`config.mk`:
```
export PLATFORM = sky130hd
export DESIGN_NAME = io_port_responder
export DESIGN_NICKNAME = d
export VERILOG_FILES = /design/src/rtl/io_port_responder.sv
export SDC_FILE = /design/constraint.sdc
export NUM_CORES = 1
export LEC_CHECK = 0
export CAP_MARGIN = 20
export CELL_PAD_IN_SITES_DETAIL_PLACEMENT = 1
export CELL_PAD_IN_SITES_GLOBAL_PLACEMENT = 1
export CORE_ASPECT_RATIO = 0.7
export CORE_MARGIN = 4
export CORE_UTILIZATION = 45
export DETAILED_ROUTE_END_ITERATION = 10
export PLACE_DENSITY_LB_ADDON = 0.1
export SYNTH_ARGS = -nofsm -noshare
export SYNTH_HDL_FRONTEND = slang
export SYNTH_SLANG_ARGS = --single-unit
```
`constraint.sdc`:
```
create_clock -name clk -period 2.2 [get_ports clk]
set_input_delay 0.44 -clock clk [delete_from_list [all_inputs] [get_ports clk]]
set_output_delay 0.44 -clock clk [all_outputs]
set_load 0.03 [all_outputs]
```
`src/rtl/io_port_responder.sv`:
```
// Peripheral responder for the core's INPUT/OUTPUT port strobes: TX/RX byte FIFOs,
// a GPIO output latch, synchronized GPIO inputs, sticky overflow flags and an irq level.
module io_port_responder #(
    parameter int         TX_DEPTH  = 4,
    parameter int         RX_DEPTH  = 4,
    parameter logic [7:0] PORT_BASE = 8'h00
) (
    input  logic       clk,
    input  logic       reset,
    input  logic [7:0] port_id,
    input  logic [7:0] IO_write_data,
    input  logic       IO_write_strobe,
    input  logic       IO_read_strobe,
    output logic [7:0] IO_read_data,
    output logic [7:0] tx_data,
    output logic       tx_valid,
    input  logic       tx_ready,
    input  logic [7:0] rx_data,
    input  logic       rx_valid,
    output logic       rx_ready,
    output logic [7:0] gpio_out,
    input  logic [7:0] gpio_in,
    output logic       irq
);

    localparam int TX_AW = $clog2(TX_DEPTH);
    localparam int RX_AW = $clog2(RX_DEPTH);

    localparam logic [7:0] OFF_STATUS   = 8'd0;
    localparam logic [7:0] OFF_TXDATA   = 8'd1;
    localparam logic [7:0] OFF_RXDATA   = 8'd2;
    localparam logic [7:0] OFF_GPIO_OUT = 8'd3;
    localparam logic [7:0] OFF_GPIO_IN  = 8'd4;
    localparam logic [7:0] OFF_CTRL     = 8'd5;

    // Subtraction wraps, so ports below PORT_BASE land on large offsets and decode as unmapped.
    logic [7:0] offset;
    assign offset = port_id - PORT_BASE;

    logic wr_txdata, wr_gpio_out, wr_ctrl, rd_rxdata;
    assign wr_txdata   = IO_write_strobe && (offset == OFF_TXDATA);
    assign wr_gpio_out = IO_write_strobe && (offset == OFF_GPIO_OUT);
    assign wr_ctrl     = IO_write_strobe && (offset == OFF_CTRL);
    assign rd_rxdata   = IO_read_strobe  && (offset == OFF_RXDATA);

    logic flag_clear, tx_flush;
    assign flag_clear = wr_ctrl && IO_write_data[0];
    assign tx_flush   = wr_ctrl && IO_write_data[1];

    // ---------------- TX FIFO ----------------
    logic [7:0]     tx_mem [TX_DEPTH];
    logic [TX_AW:0] tx_wr_ptr_reg, tx_rd_ptr_reg;
    logic           tx_empty, tx_full;
    logic           tx_push_req, tx_push, tx_pop, tx_ovf_set;

    assign tx_empty = (tx_wr_ptr_reg == tx_rd_ptr_reg);
    assign tx_full  = (tx_wr_ptr_reg[TX_AW] != tx_rd_ptr_reg[TX_AW]) &&
                      (tx_wr_ptr_reg[TX_AW-1:0] == tx_rd_ptr_reg[TX_AW-1:0]);

    assign tx_pop      = !tx_empty && tx_ready;
    // A flush in the same cycle swallows the push outright, including any overflow it would cause.
    assign tx_push_req = wr_txdata && !tx_flush;
    assign tx_push     = tx_push_req && (!tx_full || tx_pop);
    assign tx_ovf_set  = tx_push_req && tx_full && !tx_pop;

    always_ff @(posedge clk or negedge reset) begin
        if (!reset) begin
            tx_wr_ptr_reg <= '0;
            tx_rd_ptr_reg <= '0;
        end else begin
            if (tx_push)
                tx_wr_ptr_reg <= tx_wr_ptr_reg + 1'b1;
            if (tx_flush)
                tx_rd_ptr_reg <= tx_wr_ptr_reg;
            else if (tx_pop)
                tx_rd_ptr_reg <= tx_rd_ptr_reg + 1'b1;
        end
    end

    always_ff @(posedge clk) begin
        if (tx_push)
            tx_mem[tx_wr_ptr_reg[TX_AW-1:0]] <= IO_write_data;
    end

    assign tx_valid = !tx_empty;
    assign tx_data  = tx_empty ? 8'h00 : tx_mem[tx_rd_ptr_reg[TX_AW-1:0]];

    // ---------------- RX FIFO ----------------
    logic [7:0]     rx_mem [RX_DEPTH];
    logic [RX_AW:0] rx_wr_ptr_reg, rx_rd_ptr_reg;
    logic           rx_empty, rx_full;
    logic           rx_accept, rx_pop;
    logic [7:0]     rx_head;

    assign rx_empty = (rx_wr_ptr_reg == rx_rd_ptr_reg);
    assign rx_full  = (rx_wr_ptr_reg[RX_AW] != rx_rd_ptr_reg[RX_AW]) &&
                      (rx_wr_ptr_reg[RX_AW-1:0] == rx_rd_ptr_reg[RX_AW-1:0]);

    assign rx_ready  = !rx_full;
    assign rx_accept = rx_valid && !rx_full;
    assign rx_pop    = rd_rxdata && !rx_empty;

    always_ff @(posedge clk or negedge reset) begin
        if (!reset) begin
            rx_wr_ptr_reg <= '0;
            rx_rd_ptr_reg <= '0;
        end else begin
            if (rx_accept)
                rx_wr_ptr_reg <= rx_wr_ptr_reg + 1'b1;
            if (rx_pop)
                rx_rd_ptr_reg <= rx_rd_ptr_reg + 1'b1;
        end
    end

    always_ff @(posedge clk) begin
        if (rx_accept)
            rx_mem[rx_wr_ptr_reg[RX_AW-1:0]] <= rx_data;
    end

    assign rx_head = rx_empty ? 8'h00 : rx_mem[rx_rd_ptr_reg[RX_AW-1:0]];

    // rx overflow only after the producer has been stalled 256 consecutive cycles.
    logic       rx_stall, rx_ovf_set;
    logic [7:0] stall_cnt_reg;

    assign rx_stall   = rx_valid && rx_full;
    assign rx_ovf_set = rx_stall && (stall_cnt_reg == 8'hFF);

    always_ff @(posedge clk or negedge reset) begin
        if (!reset)
            stall_cnt_reg <= 8'h00;
        else if (!rx_stall)
            stall_cnt_reg <= 8'h00;
        else
            stall_cnt_reg <= stall_cnt_reg + 8'd1;
    end

    // ---------------- Sticky flags (set beats clear) ----------------
    logic tx_ovf_reg, rx_ovf_reg;

    always_ff @(posedge clk or negedge reset) begin
        if (!reset) begin
            tx_ovf_reg <= 1'b0;
            rx_ovf_reg <= 1'b0;
        end else begin
            if (tx_ovf_set)
                tx_ovf_reg <= 1'b1;
            else if (flag_clear)
                tx_ovf_reg <= 1'b0;
            if (rx_ovf_set)
                rx_ovf_reg <= 1'b1;
            else if (flag_clear)
                rx_ovf_reg <= 1'b0;
        end
    end

    // ---------------- GPIO ----------------
    logic [7:0] gpio_out_reg, gpio_meta_reg, gpio_sync_reg;

    always_ff @(posedge clk or negedge reset) begin
        if (!reset) begin
            gpio_out_reg  <= 8'h00;
            gpio_meta_reg <= 8'h00;
            gpio_sync_reg <= 8'h00;
        end else begin
            if (wr_gpio_out)
                gpio_out_reg <= IO_write_data;
            gpio_meta_reg <= gpio_in;
            gpio_sync_reg <= gpio_meta_reg;
        end
    end

    assign gpio_out = gpio_out_reg;

    // ---------------- Read mux (purely combinational on port_id) ----------------
    logic [7:0] status;
    assign status = {3'b000, rx_ovf_reg, tx_ovf_reg, !rx_empty, tx_full, tx_empty};

    always_comb begin
        IO_read_data = 8'h00;
        case (offset)
            OFF_STATUS:   IO_read_data = status;
            OFF_RXDATA:   IO_read_data = rx_head;
            OFF_GPIO_OUT: IO_read_data = gpio_out_reg;
            OFF_GPIO_IN:  IO_read_data = gpio_sync_reg;
            default:      IO_read_data = 8'h00;
        endcase
    end

    assign irq = !rx_empty || tx_ovf_reg || rx_ovf_reg;

endmodule

```
==> flow_metrics.env, run 1 <==
export IMPL_violations="negative setup slack"
export IMPL_ios=65
export IMPL_tns_ps=-3035
export IMPL_worstHoldStart="gpio_meta_reg[4]"
export IMPL_wl_per_cell_um=21.70
export IMPL_max_cap_violations=0
export IMPL_io_buffers=64
export IMPL_cts_num_sinks=110
export IMPL_tightest_slew_ps=429.4
export IMPL_insertion_delay_ps=350
export IMPL_syn_to_final_growth_pct=40.35
export IMPL_fin_nets=459
export IMPL_cp_arrival_ps=2140
export IMPL_fp_dieH_um=92.69
export IMPL_cts_buffers=9
export IMPL_dieWidth_um=129.0
export IMPL_netlist_instances=281
export IMPL_root_buffer="clkbuf_16"
export IMPL_total_power_w=0.006635
export IMPL_finalWorstSetupSlack_ps=-384.3
export IMPL_layout_worst_path_cycle_share=1.175
export IMPL_worstHoldEndpoint="gpio_sync_reg[4]"
export IMPL_ant_nets=0
export IMPL_ir_worst_vdd_mv=0.6800
export IMPL_end_kind="output pin"
export IMPL_yosysWarnings=0
export IMPL_timing_rr_end="tx_mem[2][2]"
export IMPL_grt_ovfl_total=0
export IMPL_grt_max_degree=20
export IMPL_drc_errors=0
export IMPL_leakagePower_nw=2.577
export IMPL_rows=30
export IMPL_fin_worst_skew_ps=11.98
export IMPL_critPathRequiredTime_ps=1760
export IMPL_synth_flop_cell="edfxtp_1"
export IMPL_start_util=0.4688
export IMPL_dr_pass1_iters=4
export IMPL_grt_pass1_wl_um=17930
export IMPL_setup_violations=9
export IMPL_worstHoldPathCells=0
export IMPL_clk_pin_slew_ps=70
export IMPL_num_antenna_cells=0
export IMPL_dp_slack_ps=-467.9
export IMPL_yosysSeqAreaShare=0.6665
export IMPL_synthArstFlopShare=0.4182
export IMPL_track_usage=0.2032
export IMPL_yosysTopAreaCell="edfxtp_1"
export IMPL_startpoint_type="flip-flop"
export IMPL_drt_iter0_drc=166
export IMPL_cts_htree_levels=3
export IMPL_synth_edf_count=64
export IMPL_wl_um=11780
export IMPL_fin_crit_ps=2584
export IMPL_tritoncts="built"
export IMPL_vias=2914
export IMPL_cp_max_fo=3
export IMPL_reg2reg_depth=7
export IMPL_hold_ws_ps=349.4
export IMPL_rsz0062_at_grt="yes"
export IMPL_crit_type="flip-flop to output pin"
export IMPL_clockBufferDepth=2
export IMPL_power_density_nw_per_um2=1025
export IMPL_synthTopCellsByArea="edfxtp_1, dfrtp_1, mux4_2"
export IMPL_antenna_found_initial=0
export IMPL_dp_hpwl_um=8299
export IMPL_dieArea_sq_um=11960
export IMPL_routed_via_density=5.366
export IMPL_synth_net_count=330
export IMPL_status="finished, violations left"
export IMPL_first_global_vias=3201
export IMPL_ys_ff_latch=110
export IMPL_ys_types=38
export IMPL_hold_viol=0
export IMPL_fmax_mhz=386.9
export IMPL_place_gp_congestion=0.7514
export IMPL_max_slew_margin=0.7129
export IMPL_synth_top_area_frac=0.4168
export IMPL_post_synth_cell_area_avg_sq_um=16.41
export IMPL_hold_path_class="flip-flop to flip-flop"
export IMPL_r2r_slack_ps=230
export IMPL_core_sq_um=9834
export IMPL_drive_gt1_frac=0.3711
export IMPL_netlist_area_sq_um=4611
export IMPL_r2r_start="tx_wr_ptr_reg[2]"
export IMPL_slew_viol_final=0
[placed cells by master (no fill, tap or decap), drive strengths merged, types with 2 or more instances in the layout]
cell type      Yosys  layout
a21oi              2       2
a221o              6       6
a22oi              2       2
a31oi              2       2
and2              18      18
and3               3       3
buf                5      76
clkbuf             1      13
clkdlybuf4s50      0      43
dfrtp             46      46
edfxtp            64      64
ha                11      11
inv               10      11
mux2              14      14
mux2i              3       3
mux4              16      16
nand2              8       8
nand3              7       8
nand4              4       4
nor2              10      10
nor2b              6       6
nor3               3       3
nor4               2       2
nor4b              2       2
o21ai              5       5
o311ai             1       2
or3                2       2
xnor2             10      10
xor2              14      14
[critical path, stage by stage, from the launching register on]
cell and delay (ps):
dfrtp_2 460, xor2_4 200, or3_4 390, mux2_4 290
a221o_1 320, buf_6 150
[stage by stage]
stage | utilization | instance area (sq um) | std cells
2_1_floorplan | - | 4616 | 281
3_3_place_gp | 0.5922 | 5824 | 516
3_5_place_dp | 0.5922 | 5824 | 516
4_1_cts | 0.6430 | 6324 | 538
5_1_grt | 0.6580 | 6471 | 543
6_report | 0.6580 | 6471 | 543
[cell type report]
type	instances	area, sq um
flip-flops and latches	110	3080
multi-input cells	157	1664
fillers	896	3363
clock buffers	12	246.5
well taps	128	160.2
repair buffers	122	1225
clock inverters	4	57.56
inverters	10	37.54
[logic make-up after synthesis]
logic type	Yosys count	share of synthesized area
buffers and inverters	16	0.01737
AO/OA/AOI/OAI	21	0.03582
XOR/XNOR	24	0.04559
AND/OR/NAND/NOR	66	0.08603
multiplexers	33	0.1189
adder cells (fa/ha/maj)	11	0.02985
flip-flops	110	0.6665
[report_power, final]
group          leakage [nW]  internal [W]  switching, W  total [W]
combinational          1.27       0.00126       0.00117    0.00242
clock                 0.145      0.000926      0.000727    0.00165
sequential             1.16       0.00241      0.000146    0.00256
[how the worst max path moves through the flow]
stage / startpoint / endpoint / slack, ps / cells after the start
after CTS: rx_wr_ptr_reg[0] / IO_read_data[2] / -390 / 5
after detailed placement: port_id[4] / IO_read_data[7] / -470 / 6
after global placement: port_id[4] / IO_read_data[5] / -370 / 6
after floorplan: port_id[5] / IO_read_data[3] / -190 / 3
final: rx_rd_ptr_reg[0] / IO_read_data[2] / -380 / 5
after global routing: rx_rd_ptr_reg[0] / IO_read_data[2] / -440 / 5
[cells in the mapped netlist, types with 5 or more instances]
master / instances
nor2b_1: 6
o21ai_0: 5
ha_1: 11
nand3_1: 7
nor2_1: 10
xor2_1: 14
a221o_1: 6
edfxtp_1: 64
xnor2_1: 10
inv_1: 10
mux2_2: 14
nand2_1: 7
mux4_2: 16
dfrtp_1: 46
and2_1: 18
[metal layers]
layer  routed length (um)  vias up  part of all wire  global-route usage
met5                    0        -                 0                   0
met4                  130        0             0.011             0.05944
met3                  530        8             0.045             0.04611
met2                 5735       84              0.49              0.3216
met1                 5385     1501              0.46              0.2829
li1                     -     1321                 -                   -
[timing repair]
item | in CTS | in global routing
setup buffers | 4 | 6
pin swaps | 6 | 7
endpoints found under the setup margin | 18 | 18
gates resized for setup | 89 | 22
hold endpoints to repair | 10 | 0
cloned | 1 | 1
hold buffers | 1 | 0
No activity file was read; power rests on OpenSTA's default activity.
==> inputs of run 2 (changes only) <==
GPL_TIMING_DRIVEN = 0   (was unset)
==> run 2 against run 1 <==
Against the previous run: the run still ends with negative setup slack left; maximum frequency is 0.29% lower; clock-buffer cell count is 1 higher; worst setup slack worse by 7.6 ps; final cell count is 2.2% lower; via count is 1.9% lower; register-to-register slack worse by 100 ps; total power is 1.9% higher; global-route usage is 1.1 points higher; combinational power is 4% higher; worst hold slack better by 0.72 ps; cell area is 0.15% lower; largest cell class unchanged.
==> flow_metrics.env, run 2 (synthesis gave the netlist of run 1 again) <==
export IMPL_cp_arrival_ps=2150
export IMPL_antenna_found_initial=1
export IMPL_cp_cell_sequence="xor2_4 -> or3_4 -> mux2_4 -> a221o_1 -> buf_6"
export IMPL_end_kind="output pin"
export IMPL_routed_via_density=5.382
export IMPL_hold_ws_ps=350.1
export IMPL_root_buffer="clkbuf_16"
export IMPL_fin_nets=447
export IMPL_layout_cells_most_common="edfxtp_1"
export IMPL_cp_slowest_stage_delay_ps=450
export IMPL_dp_hpwl_um=7275
export IMPL_num_antenna_cells=0
export IMPL_max_cap_violations=0
export IMPL_finalWorstSetupSlack_ps=-392.0
export IMPL_crit_type="flip-flop to output pin"
export IMPL_ios=65
export IMPL_dieWidth_um=129.0
export IMPL_drt_iter0_drc=163
export IMPL_hold_path_class="flip-flop to flip-flop"
export IMPL_num_fill_cells=891
export IMPL_drive_gt1_frac=0.4144
export IMPL_max_slew_margin=0.6934
export IMPL_dp_cells=474
export IMPL_cts_buffers=9
export IMPL_clockBufferDepth=2
export IMPL_most_common_layout_cells="edfxtp_1, dfrtp_1, clkdlybuf4s50_1, buf_6, buf_4"
export IMPL_cts_num_sinks=110
export IMPL_insertion_delay_ps=350
export IMPL_grt_pass1_wl_um=18650
export IMPL_place_gp_congestion=0.8044
export IMPL_syn_to_final_growth_pct=40.14
export IMPL_dieArea_sq_um=11960
export IMPL_grt_ovfl_total=0
export IMPL_rows=30
export IMPL_instances_no_fill=531
export IMPL_power_density_nw_per_um2=1046
export IMPL_grt_max_degree=40
export IMPL_hold_viol=0
export IMPL_core_sq_um=9834
export IMPL_cts_htree_levels=3
export IMPL_violations="negative setup slack"
export IMPL_fmax_mhz=385.8
export IMPL_ant_nets=0
export IMPL_clk_pin_slew_ps=60
export IMPL_fin_worst_skew_ps=6.910
export IMPL_fp_dieH_um=92.69
export IMPL_slowest_stage="dfrtp_2"
export IMPL_start_util=0.4688
export IMPL_slew_viol_final=0
export IMPL_dr_pass1_iters=5
export IMPL_tritoncts="built"
export IMPL_wl_um=12370
export IMPL_leakagePower_nw=2.560
export IMPL_first_global_vias=3110
export IMPL_ir_worst_vdd_mv=0.5801
export IMPL_drc_errors=0
export IMPL_startpoint_type="flip-flop"
export IMPL_setup_violations=16
export IMPL_wl_per_cell_um=23.30
export IMPL_tightest_slew_ps=453.6
export IMPL_io_buffers=64
export IMPL_fin_crit_ps=2592
export IMPL_cp_max_fo=2
export IMPL_critPathRequiredTime_ps=1760
export IMPL_rsz0062_at_grt="yes"
export IMPL_track_usage=0.2138
export IMPL_status="finished, violations left"
export IMPL_vias=2858
export IMPL_layout_worst_path_cycle_share=1.178
==> run 2: changes by cell type in the layout (fill, tap and decap cells not counted), sizes merged, moves of 3 or more <==
cell,change
buf,-14
clkdlybuf4s15,+4
clkbuf,+3
dlygate4sd2,+4
clkdlybuf4s50,-7
==> run 2: path summary, 6_finish.rpt <==
path	from	end	slack [ps]	cells after the start
max	rx_rd_ptr_reg[2]	IO_read_data[2]	-390	5
min	gpio_meta_reg[4]	gpio_sync_reg[4]	350	0
max reg2reg	tx_rd_ptr_reg[2]	tx_mem[1][7]	130	4
min reg2reg	gpio_meta_reg[4]	gpio_sync_reg[4]	350	0
max in group asynchronous	reset	rx_wr_ptr_reg[0]	1190	3
min in group asynchronous	reset	gpio_out[6]	490	2
==> run 2: per-layer routing <==
metal / track usage / wire length, um / vias to the layer above / part of all wire
li1: - / - / 1287 / -
met1: 0.2875 / 5272 / 1482 / 0.43
met5: 0 / 12 / - / 0.00097
met4: 0.05944 / 162 / 2 / 0.013
met2: 0.3453 / 6319 / 73 / 0.51
met3: 0.05648 / 605 / 14 / 0.049
==> run 2: layout make-up <==
| class | instances | area [sq um] | area share |
|---|---|---|---|
| flip-flops and latches | 110 | 3082 | 0.4770 |
| inverters | 10 | 37.54 | 0.005809 |
| clock inverters | 3 | 42.54 | 0.006584 |
| repair buffers | 106 | 1075 | 0.1663 |
| multi-input cells | 156 | 1733 | 0.2682 |
| plain buffers | 5 | 61.31 | 0.009489 |
| well taps | 128 | 160.2 | 0.02479 |
| clock buffers | 13 | 270.3 | 0.04183 |
==> run 2: stage by stage <==
| stage | setup WS (ps) | TNS (ps) | power, W | utilization | area [sq um] |
|---|---|---|---|---|---|
| after global routing | -435.6 | -3848 | 0.007086 | 0.6570 | 6461 |
| final | -392.0 | -2843 | 0.006761 | 0.6570 | 6461 |
| after floorplan | -188.5 | -377.0 | 0.003572 | - | 4616 |
| after detailed placement | -1224 | -35330 | 0.004185 | 0.5523 | 5431 |
| after global placement | -1219 | -63730 | 0.004124 | 0.5508 | 5416 |
| after CTS | -391.2 | -2869 | 0.006583 | 0.6398 | 6292 |
==> run 2: worst max-delay path: cells and delay by family (launching register included) <==
family                 cells  cell delay, ps
AO/OA/AOI/OAI              1             340
XOR/XNOR                   1             200
buffers and inverters      1             150
flip-flops                 1             450
multiplexers               1             280
AND/OR/NAND/NOR            1             380
==> run 2: timing repair <==
action,4_1_cts,5_1_grt
hold buffers,1,0
gates resized for setup,196,35
endpoints found under the hold margin,7,0
buffers inserted,23,15
setup endpoints to repair,60,84
gates cloned,3,0
pin swaps,17,12
==> run 2: power breakdown <==
part	switching (W)	internal, W	leakage [nW]
registers	0.000150	0.00242	1.16
clock network	0.000701	0.000975	0.153
logic	0.00120	0.00132	1.25
total	0.00205	0.00471	2.56
==> inputs of run 3 (changes only) <==
CORE_MARGIN = 3   (was 4)
==> run 3 against run 2 <==
Against the previous run: first-iteration DRC count rose by 52%; critical path type unchanged; sequential cell count did not move; the run still ends with negative setup slack left; critical path depth did not move; combinational power barely moved; clock skew rose by 6.9 ps; largest power group unchanged.
==> flow_metrics.env, run 3 (synthesis gave the netlist of run 1 again) <==
export IMPL_status="finished, violations left"
export IMPL_violations="negative setup slack"
export IMPL_clockBufferDepth=2
export IMPL_startpoint_type="flip-flop"
export IMPL_cp_num_buf_inv=1
export IMPL_insertion_delay_ps=350
export IMPL_hold_viol=0
export IMPL_drc_errors=0
export IMPL_dieWidth_um=127.0
export IMPL_multi_input_area_sq_um=1739
export IMPL_ant_nets=0
export IMPL_wl_per_cell_um=22.74
export IMPL_clk_pin_slew_ps=70
export IMPL_slowest_stage="dfrtp_2"
export IMPL_max_cap_violations=0
export IMPL_tns_ps=-3067
export IMPL_fin_nets=442
export IMPL_timing_rr_end="rx_mem[1][5]"
export IMPL_cp_cell_sequence="xor2_4 -> or3_4 -> mux2_4 -> a221o_1 -> buf_6"
export IMPL_worstHoldPathCells=0
export IMPL_power_density_nw_per_um2=1064
export IMPL_dp_cells=474
export IMPL_core_sq_um=9834
export IMPL_grt_pass1_wl_um=18360
export IMPL_cts_htree_levels=3
export IMPL_most_common_layout_cells="edfxtp_1, dfrtp_1, clkdlybuf4s50_1, buf_6, buf_4"
export IMPL_syn_to_final_growth_pct=39.13
export IMPL_crit_type="flip-flop to output pin"
export IMPL_leakagePower_nw=2.527
export IMPL_end_kind="output pin"
export IMPL_track_usage=0.2132
export IMPL_fin_worst_skew_ps=13.84
export IMPL_hold_path_class="flip-flop to flip-flop"
export IMPL_worstHoldStart="gpio_meta_reg[2]"
export IMPL_grt_max_degree=40
export IMPL_critPathRequiredTime_ps=1760
export IMPL_grt_ovfl_total=0
export IMPL_cts_buffers=9
export IMPL_drt_iter0_drc=247
export IMPL_finalWorstSetupSlack_ps=-351.1
export IMPL_rsz0062_at_grt="yes"
export IMPL_tightest_slew_ps=422.9
export IMPL_reg2reg_depth=5
export IMPL_layout_cells_most_common="edfxtp_1"
export IMPL_r2r_slack_ps=100
export IMPL_cp_max_fo=2
export IMPL_dp_hpwl_um=7530
export IMPL_worstHoldEndpoint="gpio_sync_reg[2]"
export IMPL_wl_um=11960
export IMPL_tritoncts="built"
export IMPL_fin_crit_ps=2551
export IMPL_drive_gt1_frac=0.3995
export IMPL_cpLargestDelayFamily="flip-flops"
export IMPL_dieArea_sq_um=11520
export IMPL_ir_worst_vdd_mv=0.5162
export IMPL_root_buffer="clkbuf_16"
export IMPL_cp_slowest_stage_delay_ps=450
export IMPL_fp_dieH_um=90.69
export IMPL_r2r_start="rx_rd_ptr_reg[0]"
export IMPL_cts_num_sinks=110
export IMPL_io_buffers=64
export IMPL_first_global_vias=3160
export IMPL_fmax_mhz=392.0
export IMPL_vias=2883
export IMPL_cp_arrival_ps=2110
export IMPL_dr_pass1_iters=4
export IMPL_ios=65
export IMPL_num_antenna_cells=0
export IMPL_start_util=0.4688
export IMPL_place_gp_congestion=0.7565
export IMPL_layout_worst_path_cycle_share=1.160
export IMPL_slew_viol_final=0
export IMPL_num_fill_cells=900
export IMPL_rows=30
export IMPL_max_slew_margin=0.7181
export IMPL_routed_via_density=5.481
export IMPL_antenna_found_initial=0
export IMPL_ff_latch_area_sq_um=3080
export IMPL_setup_violations=16
export IMPL_instances_no_fill=526
run 3: area by class of cell:
type,count,area share
flip-flops and latches,110,0.4802
clock inverters,7,0.01502
clock buffers,9,0.03511
well taps,128,0.02497
plain buffers,6,0.01268
repair buffers,100,0.1551
inverters,10,0.005851
multi-input cells,156,0.2711
run 3: worst max-delay path by stage:
stage / endpoint / start / cells past startpoint
2_1_floorplan: IO_read_data[3] / port_id[5] / 3
5_1_grt: IO_read_data[2] / rx_rd_ptr_reg[2] / 5
4_1_cts: IO_read_data[2] / rx_wr_ptr_reg[2] / 5
6_report: IO_read_data[2] / rx_rd_ptr_reg[2] / 5
3_5_place_dp: IO_read_data[1] / port_id[0] / 6
3_3_place_gp: IO_read_data[0] / port_id[0] / 6
run 3: what timing repair did:
action                     CTS  global route
setup buffers               25             8
hold endpoints to repair     7             0
setup endpoints to repair   60            41
hold buffers                 1             0
cloned                       3             0
gates resized for setup    199            23
pin swaps                   13             8
run 3: stage by stage:
step,setup WS [ps],hold slack [ps],total power (W),instance area (sq um),util
after floorplan,-188.5,144.4,0.003572,4616,-
after global placement,-1246,332.7,0.004124,5416,0.5508
after detailed placement,-1304,336.3,0.004178,5431,0.5523
after CTS,-420.8,352.3,0.006633,6326,0.6433
after global routing,-406.0,362.6,0.007115,6415,0.6523
final,-351.1,351.4,0.006823,6415,0.6523
run 3: power by group:
group | leakage, nW | total (W) | switching [W] | internal (W)
Sequential | 1.16 | 0.00257 | 0.000153 | 0.00241
Combinational | 1.21 | 0.00249 | 0.00117 | 0.00132
Clock | 0.156 | 0.00176 | 0.000757 | 0.00100
Total | 2.53 | 0.00682 | 0.00208 | 0.00474
run 3: routing by layer:
metal  GRT usage  up-vias  wire length, um
li1            -     1288                -
met2      0.3376       93             5731
met1      0.3000     1491             5368
met4     0.05357        0              119
met3     0.04965       11              743
met5           0        -                0
